$ cat src/rtl/out_byte_uart_tx_pkg.sv
// Shared definitions for the out_byte console UART transmitter:
// FSM state encoding, frame constants and divider-width helper.
package uart_pkg;

  typedef enum logic [1:0] {
    IDLE  = 2'd0,
    START = 2'd1,
    DATA  = 2'd2,
    STOP  = 2'd3
  } uart_state_e;

  localparam int DATA_BITS = 8;

  // Bits needed to count 0..div-1; never less than one bit.
  function automatic int ctr_width(input int div);
    return (div > 2) ? $clog2(div) : 1;
  endfunction

endpackage

$ cat src/rtl/out_byte_uart_tx_if.sv
// Console-port bundle: byte strobe from the CPU side plus serial/status outputs.
// No handshake: in_byte is consumed on every edge where in_byte_en=1 (no ready).
interface out_byte_uart_tx_if #(
  parameter int FIFO_DEPTH_LOG2 = 4
);
  import uart_pkg::*;

  logic [7:0]               in_byte;
  logic                     in_byte_en;
  logic                     tx;
  logic                     busy;
  logic                     overflow;
  logic [FIFO_DEPTH_LOG2:0] fifo_level;
  uart_state_e              fsm_state;

  modport master (
    output in_byte, in_byte_en,
    input  tx, busy, overflow, fifo_level, fsm_state
  );

  modport slave (
    input  in_byte, in_byte_en,
    output tx, busy, overflow, fifo_level, fsm_state
  );

endinterface

$ cat src/rtl/out_byte_uart_tx_byte_fifo.sv
// First-word-fall-through byte FIFO; pointers carry an extra wrap bit so
// full and empty are distinguishable without a separate counter.
module byte_fifo #(
  parameter int DEPTH_LOG2 = 4
) (
  input  logic                clk,
  input  logic                reset,
  input  logic                push,
  input  logic [7:0]          din,
  input  logic                pop,
  output logic [7:0]          dout,
  output logic                full,
  output logic                empty,
  output logic [DEPTH_LOG2:0] level
);

  localparam int DEPTH = 1 << DEPTH_LOG2;

  logic [7:0]          mem [DEPTH];
  logic [DEPTH_LOG2:0] wr_ptr;
  logic [DEPTH_LOG2:0] rd_ptr;
  logic                do_push;
  logic                do_pop;

  assign level = wr_ptr - rd_ptr;
  assign full  = (level == (DEPTH_LOG2+1)'(DEPTH));
  assign empty = (wr_ptr == rd_ptr);
  assign dout  = mem[rd_ptr[DEPTH_LOG2-1:0]];

  // A push into a full FIFO is legal when the head leaves on the same edge.
  assign do_pop  = pop && !empty;
  assign do_push = push && (!full || do_pop);

  always_ff @(posedge clk) begin
    if (reset) begin
      wr_ptr <= '0;
      rd_ptr <= '0;
    end else begin
      if (do_push) wr_ptr <= wr_ptr + (DEPTH_LOG2+1)'(1);
      if (do_pop)  rd_ptr <= rd_ptr + (DEPTH_LOG2+1)'(1);
    end
  end

  always_ff @(posedge clk) begin
    if (do_push) mem[wr_ptr[DEPTH_LOG2-1:0]] <= din;
  end

endmodule

$ cat src/rtl/out_byte_uart_tx.sv
// 8N1 serial transmitter for the out_byte console port, fed through a byte
// FIFO; exposes overflow and fill level so dropped characters are visible.
module out_byte_uart_tx
  import uart_pkg::*;
#(
  parameter int CLK_DIV         = 434,
  parameter int FIFO_DEPTH_LOG2 = 4
) (
  input logic               clk,
  input logic               reset,
  out_byte_uart_tx_if.slave bus
);

  localparam int                DIV_W    = ctr_width(CLK_DIV);
  localparam logic [DIV_W-1:0]  DIV_LAST = DIV_W'(CLK_DIV - 1);
  localparam logic [2:0]        BIT_LAST = 3'(DATA_BITS - 1);

  uart_state_e              state;
  logic [DIV_W-1:0]         div_cnt;
  logic [2:0]               bit_idx;
  logic [7:0]               shift;
  logic                     tx_q;
  logic                     overflow_q;

  logic                     div_done;
  logic                     fifo_push;
  logic                     fifo_pop;
  logic                     fifo_full;
  logic                     fifo_empty;
  logic [7:0]               fifo_dout;
  logic [FIFO_DEPTH_LOG2:0] fifo_level;

  assign div_done = (div_cnt == DIV_LAST);

  // Pops only where a new frame begins: leaving IDLE, or the last STOP cycle.
  assign fifo_pop  = !fifo_empty && ((state == IDLE) || (state == STOP && div_done));
  assign fifo_push = bus.in_byte_en && (!fifo_full || fifo_pop);

  byte_fifo #(
    .DEPTH_LOG2 (FIFO_DEPTH_LOG2)
  ) u_fifo (
    .clk   (clk),
    .reset (reset),
    .push  (fifo_push),
    .din   (bus.in_byte),
    .pop   (fifo_pop),
    .dout  (fifo_dout),
    .full  (fifo_full),
    .empty (fifo_empty),
    .level (fifo_level)
  );

  always_ff @(posedge clk) begin
    if (reset) begin
      state      <= IDLE;
      div_cnt    <= '0;
      bit_idx    <= '0;
      shift      <= '0;
      tx_q       <= 1'b1;
      overflow_q <= 1'b0;
    end else begin
      if (bus.in_byte_en && fifo_full && !fifo_pop) overflow_q <= 1'b1;

      case (state)
        IDLE: begin
          tx_q    <= 1'b1;
          div_cnt <= '0;
          if (fifo_pop) begin
            shift   <= fifo_dout;
            bit_idx <= '0;
            tx_q    <= 1'b0;
            state   <= START;
          end
        end

        START: begin
          if (div_done) begin
            div_cnt <= '0;
            tx_q    <= shift[0];
            state   <= DATA;
          end else begin
            div_cnt <= div_cnt + DIV_W'(1);
          end
        end

        DATA: begin
          if (div_done) begin
            div_cnt <= '0;
            shift   <= {1'b0, shift[7:1]};
            if (bit_idx == BIT_LAST) begin
              tx_q  <= 1'b1;
              state <= STOP;
            end else begin
              tx_q    <= shift[1];
              bit_idx <= bit_idx + 3'd1;
            end
          end else begin
            div_cnt <= div_cnt + DIV_W'(1);
          end
        end

        STOP: begin
          if (div_done) begin
            div_cnt <= '0;
            if (fifo_pop) begin
              shift   <= fifo_dout;
              bit_idx <= '0;
              tx_q    <= 1'b0;
              state   <= START;
            end else begin
              tx_q  <= 1'b1;
              state <= IDLE;
            end
          end else begin
            div_cnt <= div_cnt + DIV_W'(1);
          end
        end

        default: begin
          tx_q  <= 1'b1;
          state <= IDLE;
        end
      endcase
    end
  end

  assign bus.tx         = tx_q;
  assign bus.overflow   = overflow_q;
  assign bus.fifo_level = fifo_level;
  assign bus.busy       = (state != IDLE) || (fifo_level != '0);
  assign bus.fsm_state  = state;

endmodule

$ cat src/flat_wrapper.sv
// flat-port wrapper written by rule: the top's interface ports become plain ports
module out_byte_uart_tx_flat import uart_pkg::*;
#(
  parameter int CLK_DIV         = 434,
  parameter int FIFO_DEPTH_LOG2 = 4
)
  (clk, reset, bus_in_byte, bus_in_byte_en, bus_tx, bus_busy, bus_overflow, bus_fifo_level, bus_fsm_state);
  out_byte_uart_tx_if #(.FIFO_DEPTH_LOG2(FIFO_DEPTH_LOG2)) bus_i ();
  input logic clk;
  input logic reset;
  input wire logic [$bits(bus_i.in_byte)-1:0] bus_in_byte;
  input wire logic [$bits(bus_i.in_byte_en)-1:0] bus_in_byte_en;
  output wire logic [$bits(bus_i.tx)-1:0] bus_tx;
  output wire logic [$bits(bus_i.busy)-1:0] bus_busy;
  output wire logic [$bits(bus_i.overflow)-1:0] bus_overflow;
  output wire logic [$bits(bus_i.fifo_level)-1:0] bus_fifo_level;
  output wire logic [$bits(bus_i.fsm_state)-1:0] bus_fsm_state;
  assign bus_i.in_byte = bus_in_byte;
  assign bus_i.in_byte_en = bus_in_byte_en;
  assign bus_tx = bus_i.tx;
  assign bus_busy = bus_i.busy;
  assign bus_overflow = bus_i.overflow;
  assign bus_fifo_level = bus_i.fifo_level;
  assign bus_fsm_state = bus_i.fsm_state;
  out_byte_uart_tx #(.CLK_DIV(CLK_DIV), .FIFO_DEPTH_LOG2(FIFO_DEPTH_LOG2)) u_core (.clk(clk), .reset(reset), .bus(bus_i));
endmodule
$ cat config.mk
export PLATFORM = sky130hd
export DESIGN_NAME = out_byte_uart_tx_flat
export DESIGN_NICKNAME = d
export VERILOG_FILES = /design/src/rtl/out_byte_uart_tx_pkg.sv /design/src/rtl/out_byte_uart_tx_if.sv /design/src/rtl/out_byte_uart_tx_byte_fifo.sv /design/src/rtl/out_byte_uart_tx.sv /design/src/flat_wrapper.sv
export SDC_FILE = /design/constraint.sdc
export NUM_CORES = 1
export LEC_CHECK = 0
export ABC_CLOCK_PERIOD_IN_PS = 7000
export BUFFER_PORTS_ARGS = -buffer_cell sky130_fd_sc_hd__buf_2
export CORE_MARGIN = 2
export CORE_UTILIZATION = 40
export DETAILED_ROUTE_END_ITERATION = 16
export HOLD_SLACK_MARGIN = 0.06
export PLACE_DENSITY_LB_ADDON = 0.08
export SLEW_MARGIN = 20
export SYNTH_ARGS = -nofsm -noshare
export SYNTH_HDL_FRONTEND = slang
export SYNTH_HIERARCHICAL = 1
export SYNTH_SLANG_ARGS = --single-unit
$ cat constraint.sdc
create_clock -name clk -period 7 [get_ports clk]
set_input_delay 1.4 -clock clk [delete_from_list [all_inputs] [get_ports clk]]
set_output_delay 1.4 -clock clk [all_outputs]
set_load 0.01 [all_outputs]
* Word-level counts from Yosys, hierarchy flattened
Memories as Yosys holds them, arrays and structs flattened. A register that Yosys moved wholly into a read port is not among the register bits.
Cells that the tools add are included.
** Storage, ports and cells
- Bits in registers :: 34
- Memory bits (writable) :: 128
- Input bits :: 11
- Output and inout port bits :: 10
- Logic and storage cells :: 78
- Memories kept :: 1
** Memory list
- u_core.u_fifo.mem :: words 16, width 8, read ports 1, clocked after Yosys merged registers in 1, wr ports 1, line out_byte_uart_tx_byte_fifo.sv:19 : logic [7:0] mem [DEPTH];
** Operators by class
- Add/sub/neg operators :: 5
- Eq/ne operators :: 13
- Muxes and demuxes :: 28
- Reductions and logical operators :: 23
** Operators with widths (count)
- 2-to-1 mux 8 bit :: 3
- one-hot mux 8 bit (3 select lines) :: 1
- one-hot mux 9 bit (2 select lines) :: 1
- 2-to-1 mux 3 bit :: 4
- adder 5 x 1 -> 5 bit (second input constant) :: 2
- 2-to-1 mux 2 bit :: 5
- != test 2 x 1 -> 1 bit (second input constant) :: 5
- adder 9 x 1 -> 9 bit (second input constant) :: 1
- equality test 9 bit (second input constant) :: 1
- 2-to-1 mux 9 bit :: 1
- one-hot mux 3 bit (3 select lines) :: 1
- 2-to-1 mux 1 bit :: 8
- 2-to-1 mux 4 bit :: 2
- one-hot mux 2 bit (4 select lines) :: 1
- logical AND 1 bit :: 7
- AND reduction 3 bit :: 2
- equality test 5 bit :: 1
- equality test 5 bit (second input constant) :: 1
- AND reduction 5 bit :: 1
- nonzero test 5 bit :: 1
- subtractor 5 bit :: 1
- equality test 2 bit (second input constant) :: 2
- logical OR 1 bit :: 4
- one-hot mux 1 bit (4 select lines) :: 1
- other kinds (10) :: 12

* Depth between registers and ports, before layout
- Depth after elaboration :: 9
- Depth in mapped cells :: 16
- Gate-level depth less buffers :: 14

* Modules after synthesis
The synthesis kept the hierarchy.
** By module, submodules not included
- byte_fifo :: instances 1, cells each 304, area an instance 5883.1 um2, sequential area each 4124.0 um2
- out_byte_uart_tx :: instances 1, cells each 147, area an instance 1297.5 um2, sequential area each 480.5 um2

* Least setup slack after synthesis
OpenSTA, ideal clock, no wires.
- Path kind :: register -> register
- Start point :: register u_core.u_fifo.wr_ptr[0]
- End point :: memory u_core.u_fifo.mem[3][0] (enable)
- Library setup time :: 0.383 ns
- Data arrival time :: 3.287 ns
- Required time :: 6.617 ns
- Slack :: 3.330 ns
- Cell stages (with the launch flop) :: 15
- Buffers on the path :: 2
- Clock period less this slack :: 3.670 ns
- Cells stage by stage :: dfxtp_1 inv_1 ha_1 inv_1 fa_1 xor2_1 nor3_1 o2111ai_2 clkbuf_1 inv_1 a21boi_0 clkbuf_1 nand2_1 o21bai_1 nor3_1
** On the way
- Word-level cells in the longest chain between the ends :: 8
- Elaborated cells on any way between the ends :: 13
- Classes of those cells :: add/sub (1); eq/ne (2); mux (2); reduce/logical (8)
** Ends and longest elaborated chain
- start, declared :: line out_byte_uart_tx_byte_fifo.sv:20 : logic [DEPTH_LOG2:0] wr_ptr;
- start signal, assigned :: line out_byte_uart_tx_byte_fifo.sv:39 : if (do_push) wr_ptr <= wr_ptr + (DEPTH_LOG2+1)'(1);
- subtractor 5 bit :: line out_byte_uart_tx_byte_fifo.sv:25 : assign level = wr_ptr - rd_ptr;
- net bus_fifo_level[2] :: line flat_wrapper.sv:16 : output wire logic [$bits(bus_i.fifo_level)-1:0] bus_fifo_level;
- equality test 5 bit :: line out_byte_uart_tx_byte_fifo.sv:26 : assign full = (level == (DEPTH_LOG2+1)'(DEPTH));
- net u_core.fifo_full :: line out_byte_uart_tx.sv:28 : logic fifo_full;
- zero test 1 bit :: line out_byte_uart_tx.sv:37 : assign fifo_push = bus.in_byte_en && (!fifo_full || fifo_pop);
- logical OR 1 bit :: line out_byte_uart_tx.sv:37
- logical AND 1 bit :: line out_byte_uart_tx.sv:37
- net u_core.fifo_push :: line out_byte_uart_tx.sv:26 : logic fifo_push;
- logical AND 1 bit :: line out_byte_uart_tx_byte_fifo.sv:32 : assign do_push = push && (!full || do_pop);
- 2-to-1 mux 1 bit :: line out_byte_uart_tx_byte_fifo.sv:45 : if (do_push) mem[wr_ptr[DEPTH_LOG2-1:0]] <= din;
- 2-to-1 mux 1 bit (not written as such) :: line out_byte_uart_tx_byte_fifo.sv:45
- end, declared :: line out_byte_uart_tx_byte_fifo.sv:19
The timed path passes the listed nets, and every way through them passes these cells.

* Final worst setup path
- Start point :: register u_core.u_fifo.wr_ptr[2]
- End point :: memory u_core.u_fifo.mem[15][0] (enable)
** On the way
- Word-level cells in the longest chain between the ends :: 8
- Elaborated cells on any way between the ends :: 13
- Classes of those cells :: add/sub (1); eq/ne (2); mux (2); reduce/logical (8)
** Ends and longest elaborated chain (line)
- subtractor 5 bit :: out_byte_uart_tx_byte_fifo.sv:25
- equality test 5 bit :: out_byte_uart_tx_byte_fifo.sv:26
- net u_core.fifo_full :: out_byte_uart_tx.sv:28
- zero test 1 bit :: out_byte_uart_tx.sv:37
- logical OR 1 bit :: out_byte_uart_tx.sv:37
- logical AND 1 bit :: out_byte_uart_tx.sv:37
- net u_core.fifo_push :: out_byte_uart_tx.sv:26
- logical AND 1 bit :: out_byte_uart_tx_byte_fifo.sv:32
- 2-to-1 mux 1 bit :: out_byte_uart_tx_byte_fifo.sv:45
- 2-to-1 mux 1 bit (not written as such) :: out_byte_uart_tx_byte_fifo.sv:45
The timed path passes the listed nets, and every way through them passes these cells.

==> flow_summary_export.csv <==
group,metric,value,unit
sta,slew_violations,0,
layout,n_antenna_cell,0,
floorplanning,die_x,138,um
yosys,synthSimpleGateAreaFrac,8.52,%
layout,final_cells,714,
placement,port-buffer-count,20,
setup_path,critPathKind,"flip-flop to flip-flop",
yosys,avgSynthCellArea,15.9,um2
placement,dp_cells,682,
layout,areaGrowthSynthToFinish,13.1,%
sta,finalClockSkew,0.0114,ns
setup_path,crit_family,"compound AO/OA/AOI/OAI gates",
clock_tree,cts.clk_slew.worst_paths,0.06,ns
setup_path,cp_cell_sequence,"ha_1 > a21oi_1 > a21boi_1 > o2111ai_2 > inv_1 > a21boi_0 > nand2_1 > o21bai_1 > nor2_1",
power,total_leakage_power,2.73,nW
power,pwr_density_cell,347,nW/um2
yosys,synth-compound-area-share,5.58,%
yosys,synth_fa_ha_area_share,3.42,%
clock_tree,cts_tree,"done",
global_routing,grt_first_pass_wirelength,22700,um
setup_path,required,7.04,ns
global_routing,grt_max_degree,33,
detailed_routing,vias,3958,
yosys,seq_area_frac_synth,64.1,%
detailed_routing,wirelength,15000,um
yosys,synth-async-reset-ratio,0,%
yosys,synth.mux.area_fraction,14.0,%
floorplanning,rows,48,
detailed_routing,dr.pass1.iters,5,
global_routing,grt_overflow,0,
sta,final.setup.tns,0,ns
placement,dpl.hpwl,9270,um
sta,worst_pin_slew,1.14,ns
power,internal_power,0.00201,W
clock_tree,hold_buffers,0,
clock_tree,cts.sinks,166,
setup_path,crit_fanout,15,
global_routing,first_global_vias,3862,
clock_tree,h-tree-depth,4,
detailed_routing,vias_per_cell,5.54,
yosys,synth_xor_area_share,1.59,%
min_path,min_path_type,"flip-flop to flip-flop",
layout,final_cell_mix,"edfxtp_1, dfxtp_1, nor2_1",
global_routing,antenna_found_initial,0,
run_status,status,"finished, final reports clean",
yosys,synth-edff-count,128,
layout,nets,506,
clock_tree,cts_setup_buffers,0,
floorplanning,start_util,41.2,%
sta,setup_viol,0,
setup_path,worstPathArrival,4.47,ns
detailed_routing,routedWlPerCell,21.0,um
job,cap_violations,0,
setup_path,cp-end-kind,"flip-flop",
clock_tree,clock-root-buffer,"clkbuf_16",
yosys,syn_inst,451,
sta,grt_setup_unrepaired,"no",
power,p_clk_share,35.1,%
power,swShare,28.8,%
floorplanning,dieArea,19000,um2
sta,period_share,63.3,%
detailed_routing,drc,0,
yosys,synthTopCellsByArea,"edfxtp_1, dfxtp_1, mux4_1",
power,peakVddDrop,0.000205,V
yosys,synth_nets,481,
sta,fmaxAchievable,226,MHz
yosys,synth_top_family_by_area,"multiplexers",
yosys,yosysTopAreaCellShare,53.5,%
layout,mostFrequentLayoutCell,"edfxtp_1",
power,combPwrFrac,22.0,%
clock_tree,cts_resized,0,
floorplanning,core,17400,um2
setup_path,max_stage_delay,0.83,ns
power,pwr-share-seq,42.8,%
yosys,ys_types,58,
setup_path,cp_slowest_cell,"nor2_1",
yosys,synth-seq-cells,166,
sta,finalCriticalPeriod,4.43,ns
layout,drive_gt1_share,17.4,%
global_routing,grt_usage,17.0,%
detailed_routing,ant_nets,0,
sta,hold_violations,0,
clock_tree,clk_path_buf_depth,2,
power,p_sw,0.000812,W
floorplanning,ios,21,
placement,place_congestion,0.778,
yosys,yosys_warnings,6,
detailed_routing,drtIter0Drc,332,
clock_tree,cts_made_buffers,17,
floorplanning,dieHeight,138,um
setup_path,start_kind,"flip-flop",
sta,slew_headroom,23.6,%
setup_path,critical_path_buf_inv_count,1,
yosys,syn_area,7180,um2
yosys,yosysTopAreaCell,"edfxtp_1",
yosys,ys.flop_type,"edfxtp_1",
clock_tree,clk_latency,0.43,ns
-- through the flow --
stage	setup slack [ns]	total power, W	hold slack (ns)	cell area (um2)	utilization, %
after floorplan	3.33	0.00168	0.429	7180	-
after global placement	2.62	0.00184	0.445	7490	43.0
after detailed placement	2.63	0.00185	0.455	7490	43.0
after CTS	2.60	0.00285	0.474	8120	46.6
after global routing	2.18	0.00296	0.513	8120	46.6
final	2.57	0.00282	0.473	8120	46.6
-- worst reg2reg max path, delay by kind of cell, from the launching register on --
kind	cells	cell delay (ns)
compound gates	5	1.91
fa+ha+maj	1	0.37
buf+inv	1	0.12
flops	1	0.60
simple gates	2	1.06
-- per-layer routing --
| layer | up-vias | GRT usage, % | wire length (um) |
|---|---|---|---|
| li1 | 1843 | - | - |
| met1 | 2002 | 22.2 | 6750 |
| met2 | 88 | 27.4 | 7240 |
| met3 | 25 | 3.91 | 610 |
| met4 | 0 | 7.48 | 395 |
| met5 | - | 0 | 0 |
-- cell families after synthesis --
| group | after synthesis |
|---|---|
| DFF | 166 |
| and+or+nand+nor | 119 |
| AOI/OAI and AO/OA | 53 |
| muxes | 41 |
| buffers and inverters | 40 |
| adders and majority gates | 19 |
| xor gates and xnor gates | 13 |
-- cells in the mapped netlist, drive strengths merged, types with 6 or more instances --
| cell type | number |
|---|---|
| edfxtp | 128 |
| mux4 | 40 |
| dfxtp | 38 |
| nor2 | 34 |
| nor3 | 23 |
| ha | 18 |
| inv | 18 |
| nand2 | 17 |
| buf | 12 |
| a21oi | 10 |
| nor2b | 10 |
| clkbuf | 9 |
| xnor2 | 8 |
| a221oi | 7 |
| nand3 | 7 |
| o21ai | 6 |
-- power groups by stage --
stage / combinational [W] / sequential, W / clock, W
detailed placement: 0.000619 / 0.00123 / 0
global route: 0.000688 / 0.00122 / 0.00105
finish: 0.000621 / 0.00121 / 0.000990
CTS: 0.000623 / 0.00121 / 0.00101
global placement: 0.000614 / 0.00123 / 0
floorplan: 0.000484 / 0.00120 / 0
-- flip-flops by register name (all words and copies together) (netlist names), named ones only --
name                  cells
u_core/u_fifo/rd_ptr      5
u_core/u_fifo/wr_ptr      5
u_core/bit_idx            3
u_core/div_cnt            9
u_core/bus.fsm_state      2
u_core/u_fifo/mem       128
u_core/bus.tx             1
u_core/shift              8
u_core/bus.overflow       1
-- path summary, 6_finish.rpt --
path / from / end / slack (ns) / depth (start not counted)
worst max-delay path: u_core/u_fifo/wr_ptr[2] / u_core/u_fifo/mem[15][0] / 2.57 / 9
worst min-delay path: u_core/bus.tx / u_core/bus.tx / 0.47 / 2
worst max register to register: u_core/u_fifo/wr_ptr[2] / u_core/u_fifo/mem[15][0] / 2.57 / 9
worst min register to register: u_core/bus.tx / u_core/bus.tx / 0.47 / 2
-- final cells by class --
class	count	area, um2
Tap cell	225	282
Multi-Input combinational cell	245	2380
Sequential cell	166	4610
Clock inverter	15	199
Inverter	19	71.3
Timing Repair Buffer	27	153
Fill cell	1526	9300
Clock buffer	17	425
Power figures use the tool's default switching activity.
